$ cat config.mk
export PLATFORM = sky130hd
export DESIGN_NAME = time_display_driver
export DESIGN_NICKNAME = d
export VERILOG_FILES = /design/src/rtl/time_display_driver.sv
export SDC_FILE = /design/constraint.sdc
export NUM_CORES = 1
export LEC_CHECK = 0
export BUFFER_PORTS_ARGS = -buffer_cell sky130_fd_sc_hd__buf_4
export CORE_MARGIN = 3
export CORE_UTILIZATION = 62
export CTS_BUF_LIST = sky130_fd_sc_hd__clkbuf_8
export DETAILED_ROUTE_END_ITERATION = 7
export GPL_TIMING_DRIVEN = 0
export PLACE_DENSITY = 0.86
export SLEW_MARGIN = 10
export SYNTH_ARGS = -nofsm -noshare
export SYNTH_HDL_FRONTEND = slang
export SYNTH_SLANG_ARGS = --single-unit
$ cat constraint.sdc
create_clock -name clk -period 4.8 [get_ports clk]
set_input_delay 0.72 -clock clk [delete_from_list [all_inputs] [get_ports clk]]
set_output_delay 0.72 -clock clk [all_outputs]
set_load 0.05 [all_outputs]
$ cat src/rtl/time_display_driver.sv
`default_nettype none
// ============================================================================
// Module   : time_display_driver
// Purpose  : Multiplexes six BCD digits (MM:SS:hh) onto a common-anode 7-seg
//            display. Optional macro LEADING_ZERO_BLANK_EN blanks leading zeros.
// Revision : 1.0 - initial release
// ============================================================================
module time_display_driver #(
    parameter int REFRESH_DIV = 100000
) (
    input  logic        clk,
    input  logic        reset,
    input  logic [23:0] disp_time,
    output logic [6:0]  seg,
    output logic        dp,
    output logic [5:0]  an
);
    localparam int               CNT_W   = (REFRESH_DIV > 2) ? $clog2(REFRESH_DIV) : 1;
    localparam logic [CNT_W-1:0] CNT_MAX = CNT_W'(REFRESH_DIV - 1);
    localparam logic [2:0]       IDX_MAX = 3'd5;

    logic [CNT_W-1:0] cnt_q, cnt_d;
    logic [2:0]       idx_q, idx_d;
    logic [23:0]      snap_q, snap_d;
    logic             first_q, first_d;
    logic [6:0]       seg_q, seg_d;
    logic             dp_q, dp_d;
    logic [5:0]       an_q, an_d;
    logic             tick;
    logic [3:0]       nibble;
    logic             blank;

    always_comb begin
        tick    = (cnt_q == CNT_MAX);
        cnt_d   = tick ? '0 : cnt_q + CNT_W'(1);
        idx_d   = idx_q;
        if (tick) begin
            idx_d = (idx_q == IDX_MAX) ? 3'd0 : idx_q + 3'd1;
        end
        // Snapshot only refreshes at scan boundaries so a scan never tears.
        snap_d  = (first_q || (tick && idx_q == IDX_MAX)) ? disp_time : snap_q;
        first_d = 1'b0;

        case (idx_q)
            3'd0:    nibble = snap_q[3:0];
            3'd1:    nibble = snap_q[7:4];
            3'd2:    nibble = snap_q[11:8];
            3'd3:    nibble = snap_q[15:12];
            3'd4:    nibble = snap_q[19:16];
            default: nibble = snap_q[23:20];
        endcase

`ifdef LEADING_ZERO_BLANK_EN
        blank = ((idx_q == 3'd5) && (snap_q[23:20] == 4'd0)) ||
                ((idx_q == 3'd4) && (snap_q[23:16] == 8'd0));
`else
        blank = 1'b0;
`endif

        case (nibble)
            4'd0:    seg_d = 7'h40;
            4'd1:    seg_d = 7'h79;
            4'd2:    seg_d = 7'h24;
            4'd3:    seg_d = 7'h30;
            4'd4:    seg_d = 7'h19;
            4'd5:    seg_d = 7'h12;
            4'd6:    seg_d = 7'h02;
            4'd7:    seg_d = 7'h78;
            4'd8:    seg_d = 7'h00;
            4'd9:    seg_d = 7'h10;
            default: seg_d = 7'h3F;
        endcase

        dp_d = ~((idx_q == 3'd2) || (idx_q == 3'd4));
        if (blank) begin
            seg_d = 7'h7F;
            dp_d  = 1'b1;
        end
        an_d = ~(6'b000001 << idx_q);
    end

    always_ff @(posedge clk or posedge reset) begin
        if (reset) begin
            cnt_q   <= '0;
            idx_q   <= 3'd0;
            snap_q  <= 24'h000000;
            first_q <= 1'b1;
            seg_q   <= 7'h7F;
            dp_q    <= 1'b1;
            an_q    <= 6'h3F;
        end else begin
            cnt_q   <= cnt_d;
            idx_q   <= idx_d;
            snap_q  <= snap_d;
            first_q <= first_d;
            seg_q   <= seg_d;
            dp_q    <= dp_d;
            an_q    <= an_d;
        end
    end

    assign seg = seg_q;
    assign dp  = dp_q;
    assign an  = an_q;

endmodule
`default_nettype wire

* Word-level counts from Yosys, hierarchy flattened
Memory sizes are Yosys's and may differ from the RTL's. A register that Yosys moved wholly into a read port is not among the register bits. Index checks and enable logic that the tools add are counted.
Storage, ports and cells: input bits 26, register bits 52, output and inout bits 14, memories kept 1, logic and storage cells 25, memory bits (read-only) 112
Memory list:
- (name not given) | words 16, width 7, rd ports 1, clocked after Yosys merged registers in 1, wr ports 0, RTL line 60 | case (nibble)
Cells by class: bitwise gates (word level) 2, add/subtract/negate cells 2, mux-type cells 3, reduce and logical (&&, ||, !) cells 4, eq/ne operators 6, shifts and indexed selects 1
Operator list (number):
- $pmux W4 S5 | 1
- $add A17 B1 Y17 const B | 1
- $eq A17 B17 Y1 const B | 1
- $mux W17 | 1
- $eq A3 B2 Y1 const B | 2
- $eq A3 B3 Y1 const B | 2
- $not A6 Y6 | 1
- $shl A1 B3 Y6 const A | 1
- $add A3 B1 Y3 const B | 1
- $eq A3 B1 Y1 const B | 1
- $logic_not A3 Y1 | 1
- $mux W3 | 1
- $logic_or A1 B1 Y1 | 2
- $logic_and A1 B1 Y1 | 1
- $not A1 Y1 | 1

* Longest topological paths before layout
Gate-level depths: netlist of run 1.
depth in word-level cells 3, depth in mapped cells 11, depth with buffers taken out 9

* Worst setup path after synthesis of run 1
No wires, ideal clock.
kind register to register, start point register idx_q[1], end point register seg_q[3] (netlist: seg[3]), clock period less this slack 2.181 ns, buffers on the path 2, required time 4.715 ns, path slack 2.619 ns, data arrival time 2.096 ns, stages on the path, launching flop included 11, setup time 0.085 ns, cells stage by stage dfrtp_1 buf_2 and2_1 ha_1 clkbuf_1 inv_1 nand2_1 a31oi_1 inv_1 ha_1 o221ai_1
Between the ends: cells in the longest elaborated chain, start to end 2, elaborated cells between the ends (all ways) 6, those cells by class 4 x eq/ne; 1 x mux; 1 x reduce/logical
Ends and longest elaborated chain:
- from (decl) | RTL line 23 | logic [2:0] idx_q, idx_d;
- from (signal assigned) | RTL line 93 | idx_q <= idx_d;
- $eq A3 B3 Y1 (tied with other cells) | RTL line 44 | case (idx_q)
- $pmux W4 S5 (*) | RTL line 44
- to (decl) | RTL line 26 | logic [6:0] seg_q, seg_d;
Every way passes the cells marked *; elsewhere a longest branch is shown, timed or not. A chain may end at the register's enable or synchronous reset.

* Worst setup path after layout of run 1
start point register idx_q[2], end point register seg_q[3] (netlist: seg[3])
Same word-level chain as after synthesis.

==> metrics.yaml, run 1 <==
status:
  outcome: "complete, no violations"
routing:
  drc_errors: 0
  routedWlPerCell_um: 16.1
  wl_um: 5160
  met3WireLength_um: 241
  detail-route-antenna-nets: 0
  met2RoutedLength_um: 2450
  via_per_inst: 5.69
  topRoutingLayerUsed: "met4"
  drt_pass1_iterations: 4
  initialDrtViolationCount: 164
  via_count: 1826
  wirelength_met1_um: 2340
logic_synthesis:
  synth_edf_count: 0
  ys_seq_area_frac: 0.548
  synth_warnings: 0
  yosysMostFrequentCell: "dfrtp_1"
  synth_area_leaders: "dfrtp_1 40%, dfstp_2 14%, mux2_4 11%"
  synth_top_area_share: 0.403
  yosys-top-cells-count: "44 x dfrtp_1, 20 x mux2_4, 16 x nand2_1"
  syn_area_per_cell_um2: 12.6
  yosysTopAreaCell: "dfrtp_1"
  syn_inst: 216
  synthFlopType: "dfrtp_1"
  synth_seq_cells: 59
  synth_area_um2: 2730
  synth_nets: 247
  synthDistinctLibCells: 44
  synthArstFlopShare: 1.00
min_path:
  hold_class: "in -> async"
timing:
  finClkSkew_ps: 4.84
  rsz0062_at_grt: "false"
  tns_ps: 0
  fmax_mhz: 380
  setup_viol: 0
  report.final.slew_viol_count: 0
  slew-limit-headroom: 0.597
  tightest_slew_ps: 601
  final-hold-violation-count: 0
  fin_ws_ps: 2170
  period_share: 0.549
  fin_crit_ps: 2630
final_layout:
  area_growth_pct: 20.3
  drive_above_1_share: 0.402
  nFillCells: 255
  diodes: 0
  layout.nets: 298
pwr:
  intPower_uw: 828
  clkPwrFrac: 0.362
  leakagePower_nw: 1.51
  power_switching_uw: 274
  swShare: 0.249
  seqPwrFrac: 0.500
  pwr-share-comb: 0.138
  p_per_area_nw_per_um2: 335
  vdd.ir_drop.worst_uv: 220
floorplanning:
  core_area_um2: 4120
  die_w_um: 72.3
  io_pins: 40
  die-area_um2: 5230
  start_util: 0.663
  die_h_um: 72.3
  num_rows: 23
critical_path:
  cp.arrival_ps: 2870
  end_kind: "register"
  path_max_fanout: 8
  cp.required_ps: 5030
  startpoint_type: "register"
  critPathKind: "reg -> reg"
cts:
  tritoncts: "yes"
  clock-sinks: 59
  htreeDepth: 3
  numCtsBuffers: 9
  clock_latency_ps: 330
  clk_pin_slew_ps: 60
  cts_root_buf: "clkbuf_8"
  cts_setup_buffers: 0
  post_cts_resized: 0
  clk_path_buf_depth: 2
  cts_hold_buf: 0
placed_design:
  io_buffers: 39
  dp_hpwl_um: 3610
  place_congestion: 0.806
  pre_cts_slack_ps: 2270
grt:
  grt_usage: 0.222
  grt_pass1_vias: 1796
  antenna_found_initial: 0
  grt_max_degree: 34
  grt_pass1_wl_um: 8850
  grt-ovfl-total: 0
run:
  cap_violations: 0
cell families (layout without fill, tap and decap cells):
logic type	count (synthesis)	count (layout)	synth area share
buffers and inverters	16	71	0.0293
adders and majority gates	6	6	0.0266
muxes	29	29	0.147
and+or+nand+nor	64	64	0.127
other	1	1	0.00137
DFF	59	59	0.548
xor gates and xnor gates	15	15	0.0481
AOI/OAI and AO/OA	26	26	0.0729
worst max-delay path, cell delays in order, from the launching register on:
cell and delay, ps:
dfrtp_1 410, clkinv_1 230, ha_1 270, clkbuf_1 180
inv_1 130, nand2_1 140, a31oi_1 480, inv_1 140
ha_1 320, o221ai_1 230
worst paths after layout:
kind	from	end	slack (ps)	cells after the start
hold / removal	reset	snap_q[9]	450	2
hold reg to reg	cnt_q[14]	cnt_q[14]	500	1
max in group asynchronous	reset	first_q	3720	3
setup reg to reg	idx_q[2]	seg[3]	2170	9
setup / recovery	idx_q[2]	seg[3]	2170	9
min in group clk	cnt_q[14]	cnt_q[14]	500	1
power groups by stage:
stage | logic, mW | clock network [mW] | registers [mW]
3_5_place_dp | 0.151 | 0 | 0.559
2_1_floorplan | 0.0705 | 0 | 0.590
6_report | 0.152 | 0.398 | 0.551
4_1_cts | 0.154 | 0.406 | 0.551
5_1_grt | 0.164 | 0.430 | 0.554
3_3_place_gp | 0.145 | 0 | 0.557
stage by stage:
step	util	power [mW]	cell area, um^2	instances	hold WS, ps
after floorplan	-	0.660	2730	216	455
after global placement	0.749	0.702	3080	305	480
after detailed placement	0.754	0.710	3100	306	487
after CTS	0.798	1.11	3280	321	459
after global routing	0.798	1.15	3280	321	480
final	0.798	1.10	3280	321	452
flip-flops by register name, indices dropped and copies added (netlist names):
| signal | flops |
|---|---|
| an | 6 |
| cnt_q | 17 |
| dp | 1 |
| first_q | 1 |
| idx_q | 3 |
| seg | 7 |
| snap_q | 24 |
cell type report:
| type | instances | area [um^2] | share of cell area |
|---|---|---|---|
| well taps | 50 | 62.6 | 0.0191 |
| clock buffers | 12 | 165 | 0.0503 |
| flip-flops and latches | 59 | 1500 | 0.455 |
| clock inverters | 3 | 13.8 | 0.00419 |
| plain buffers | 8 | 50.0 | 0.0152 |
| repair buffers | 40 | 313 | 0.0953 |
| inverters | 8 | 30.0 | 0.00915 |
| multi-input cells | 141 | 1150 | 0.351 |
per-layer routing:
layer  track usage  vias up
met5             0        -
met4         0.111        0
met3        0.0554       13
met2         0.319       50
met1         0.316      896
li1              -      867
layout by cell type, fill, tap and decap left out, drive strengths merged, types with 2 or more instances in the layout:
cell | netlist | layout
a21oi | 3 | 3
a31oi | 5 | 5
a32oi | 6 | 6
and2 | 3 | 3
and3 | 2 | 2
buf | 6 | 46
clkbuf | 2 | 14
clkinv | 1 | 3
dfrtp | 44 | 44
dfstp | 15 | 15
ha | 5 | 5
inv | 7 | 8
mux2 | 29 | 29
nand2 | 16 | 16
nand2b | 2 | 2
nand3 | 7 | 7
nand4 | 3 | 3
nor2 | 15 | 15
nor2b | 2 | 2
nor3 | 2 | 2
nor3b | 4 | 4
nor4 | 3 | 3
o21ai | 4 | 4
xnor2 | 9 | 9
xor2 | 6 | 6
Note: power is estimated with default switching activity, not from simulation.
==> run 2, diff against run 1 <==
--- a/config.mk
+++ b/config.mk
@@ -7,11 +7,11 @@
 export LEC_CHECK = 0
 export BUFFER_PORTS_ARGS = -buffer_cell sky130_fd_sc_hd__buf_4
 export CORE_MARGIN = 3
-export CORE_UTILIZATION = 62
+export CORE_UTILIZATION = 59
 export CTS_BUF_LIST = sky130_fd_sc_hd__clkbuf_8
 export DETAILED_ROUTE_END_ITERATION = 7
 export GPL_TIMING_DRIVEN = 0
-export PLACE_DENSITY = 0.86
+export PLACE_DENSITY = 0.82
 export SLEW_MARGIN = 10
 export SYNTH_ARGS = -nofsm -noshare
 export SYNTH_HDL_FRONTEND = slang
==> constraint.sdc (replaced) <==
create_clock -name clk -period 2.6 [get_ports clk]
set_input_delay 0.39 -clock clk [delete_from_list [all_inputs] [get_ports clk]]
set_output_delay 0.39 -clock clk [all_outputs]
set_load 0.05 [all_outputs]
==> run 2 against run 1 <==
Setup slack worse by 1900 ps. Die area is 4.7% higher. Cell area is 2.5% higher. Sequential power is 85% higher. Via count is 0.22% lower. Combinational power is 86% higher. Sequential cell count stayed put. Total power is 100% higher. Non-clock buffer count is 1 lower. Largest cell class unchanged.
==> metrics.yaml, run 2 (same netlist as run 1, synthesis figures left out) <==
critical_path:
  regToRegSetupSlack_ps: 240  # was 2170 ps
  critPathKind: "reg -> reg"  # unchanged
  end_kind: "register"  # unchanged
  crit_chain: "clkinvlp_4 > ha_1 > inv_1 > nand2_1 > a31oi_4 > inv_1 > ha_1 > o221ai_1"  # was clkinv_1 > ha_1 > clkbuf_1 > inv_1 > nand2_1 > a31oi_1 > inv_1 > ha_1 > o221ai_1
  cp.required_ps: 2830  # was 5030 ps
  startpoint_type: "register"  # unchanged
  cp.arrival_ps: 2600  # was 2870 ps
  path_max_fanout: 8  # unchanged
  worst-path-buf-inv: 3  # was 4
  critPathSlowestCell: "dfrtp_1"  # was a31oi_1
  crit_family: "adder cells"  # was compound AO/OA/AOI/OAI gates
  slowest_delay_ps: 450  # was 480 ps
pwr:
  p_per_area_nw_per_um2: 664  # was 335 nW/um^2
  vdd.ir_drop.worst_uv: 413  # was 220 uV
  leakagePower_nw: 1.54  # was 1.51 nW
floorplanning:
  num_rows: 24  # was 23
  io_pins: 40  # unchanged
  die_h_um: 74.0  # was 72.3 um
  die_w_um: 74.0  # was 72.3 um
  start_util: 0.618  # was 0.663
  die-area_um2: 5480  # was 5230 um^2
  core_area_um2: 4410  # was 4120 um^2
grt:
  grt_usage: 0.213  # was 0.222
  met1_usage: 0.274  # was 0.316
  antenna_found_initial: 0  # unchanged
  grt-ovfl-total: 0  # unchanged
  grt_use_met2: 0.327  # was 0.319
  grt_pass1_vias: 1818  # was 1,796
  grt_max_degree: 35  # was 34
  grt_util_met3: 0.0595  # was 0.0554
  grt_pass1_wl_um: 8600  # was 8850 um
  busiest_layer: "met2"  # unchanged
timing:
  setup_viol: 0  # unchanged
  rsz0062_at_grt: "false"  # unchanged
  report.final.slew_viol_count: 0  # unchanged
  final-hold-violation-count: 0  # unchanged
  fin_ws_ps: 236  # was 2170 ps
  fin_crit_ps: 2360  # was 2630 ps
  fmax_mhz: 423  # was 380 MHz
  period_share: 0.909  # was 0.549
  tightest_slew_ps: 592  # was 601 ps
  slew-limit-headroom: 0.602  # was 0.597
  tns_ps: 0  # unchanged
  finClkSkew_ps: 9.17  # was 4.84 ps
cts:
  clk_path_buf_depth: 2  # unchanged
  cts_root_buf: "clkbuf_8"  # unchanged
  numCtsBuffers: 9  # unchanged
  clock_latency_ps: 330  # about the same
  clk_pin_slew_ps: 70  # was 60 ps
  cts_hold_buf: 0  # unchanged
  clock-sinks: 59  # unchanged
  htreeDepth: 3  # unchanged
  tritoncts: "yes"  # unchanged
final_layout:
  final_cell_mix: "44 x dfrtp_1, 39 x buf_4, 20 x mux2_4"  # unchanged
  largest_register_ffs: 24  # unchanged
  diodes: 0  # unchanged
  mostFrequentLayoutCell: "dfrtp_1"  # unchanged
  layout.nets: 297  # was 298
  utilization: 0.762  # was 0.798
  nFillCells: 299  # was 255
  area_growth_pct: 23.3  # was 20.3%
  regMostFlops: "snap_q"  # unchanged
  drive_above_1_share: 0.417  # was 0.402
routing:
  drc_errors: 0  # unchanged
  via_count: 1822  # was 1,826
  detail-route-antenna-nets: 0  # unchanged
  routedWlPerCell_um: 16.0  # was 16.1 um
  initialDrtViolationCount: 111  # was 164
  drt_pass1_iterations: 4  # unchanged
  wl_um: 5180  # was 5160 um
  via_per_inst: 5.64  # was 5.69
placed_design:
  dp_hpwl_um: 3580  # was 3610 um
  io_buffers: 39  # unchanged
  pre_cts_slack_ps: 87.7  # was 2270 ps
  place_congestion: 0.789  # was 0.806
min_path:
  hold_class: "in -> async"  # unchanged
status:
  outcome: "complete, no violations"  # unchanged
run:
  cap_violations: 0  # unchanged
-- run 2: cell count changes in the layout (fill, tap and decap cells not counted), sizes merged --
cell	delta
bufinv	+2
clkbuf	-2
clkinv	-2
clkinvlp	+2
-- run 2: path summary, 6_finish.rpt --
kind / start / end / depth (start not counted)
worst min-delay path: reset / snap_q[22] / 2
worst max register to register: idx_q[2] / seg[3] / 8
min in group clk: disp_time[20] / snap_q[20] / 2
worst max-delay path: idx_q[2] / seg[3] / 8
max in group asynchronous: reset / an[1] / 3
worst min register to register: cnt_q[0] / cnt_q[0] / 1
-- run 2: routing by layer --
| layer | part of all wire | routed length, um | up-vias |
|---|---|---|---|
| li1 | - | - | 864 |
| met2 | 0.47 | 2450 | 55 |
| met3 | 0.052 | 268 | 20 |
| met4 | 0.030 | 155 | 0 |
| met1 | 0.45 | 2310 | 883 |
| met5 | 0 | 0 | - |
-- run 2: worst reg2reg max path, stage by stage (launching register included) --
cell and delay (ps):
dfrtp_1 450, clkinvlp_4 210, ha_1 340, inv_1 130, nand2_1 190, a31oi_4 280
inv_1 110, ha_1 300, o221ai_1 250
-- run 2: timing repair --
item,CTS,global route
resized for setup,2,4
endpoints found under the setup margin,1,4
buffers inserted,0,0
-- run 2: stage by stage --
stage	cell area (um^2)	power, mW	hold WS [ps]	instances
finish	3360	2.23	107	323
CTS	3350	2.25	108	324
floorplan	2730	1.22	455	216
detailed placement	3110	1.31	472	308
global placement	3090	1.30	476	307
global route	3360	2.32	147	323
-- run 2: layout make-up --
class	count	area, um^2	area share
buffer	7	46.3	0.0138
clock buffer	11	151	0.0450
clock inverter	5	76.3	0.0227
inverter	8	33.8	0.0100
multi-input combinational	141	1180	0.352
sequential	59	1500	0.444
tap	52	65.1	0.0193
timing repair buffer	40	313	0.0930
-- run 2: where the power goes --
part           internal (mW)  total (mW)  switching (mW)
Clock                  0.587       0.933           0.346
Sequential             0.988        1.02          0.0300
Combinational          0.132       0.283           0.151
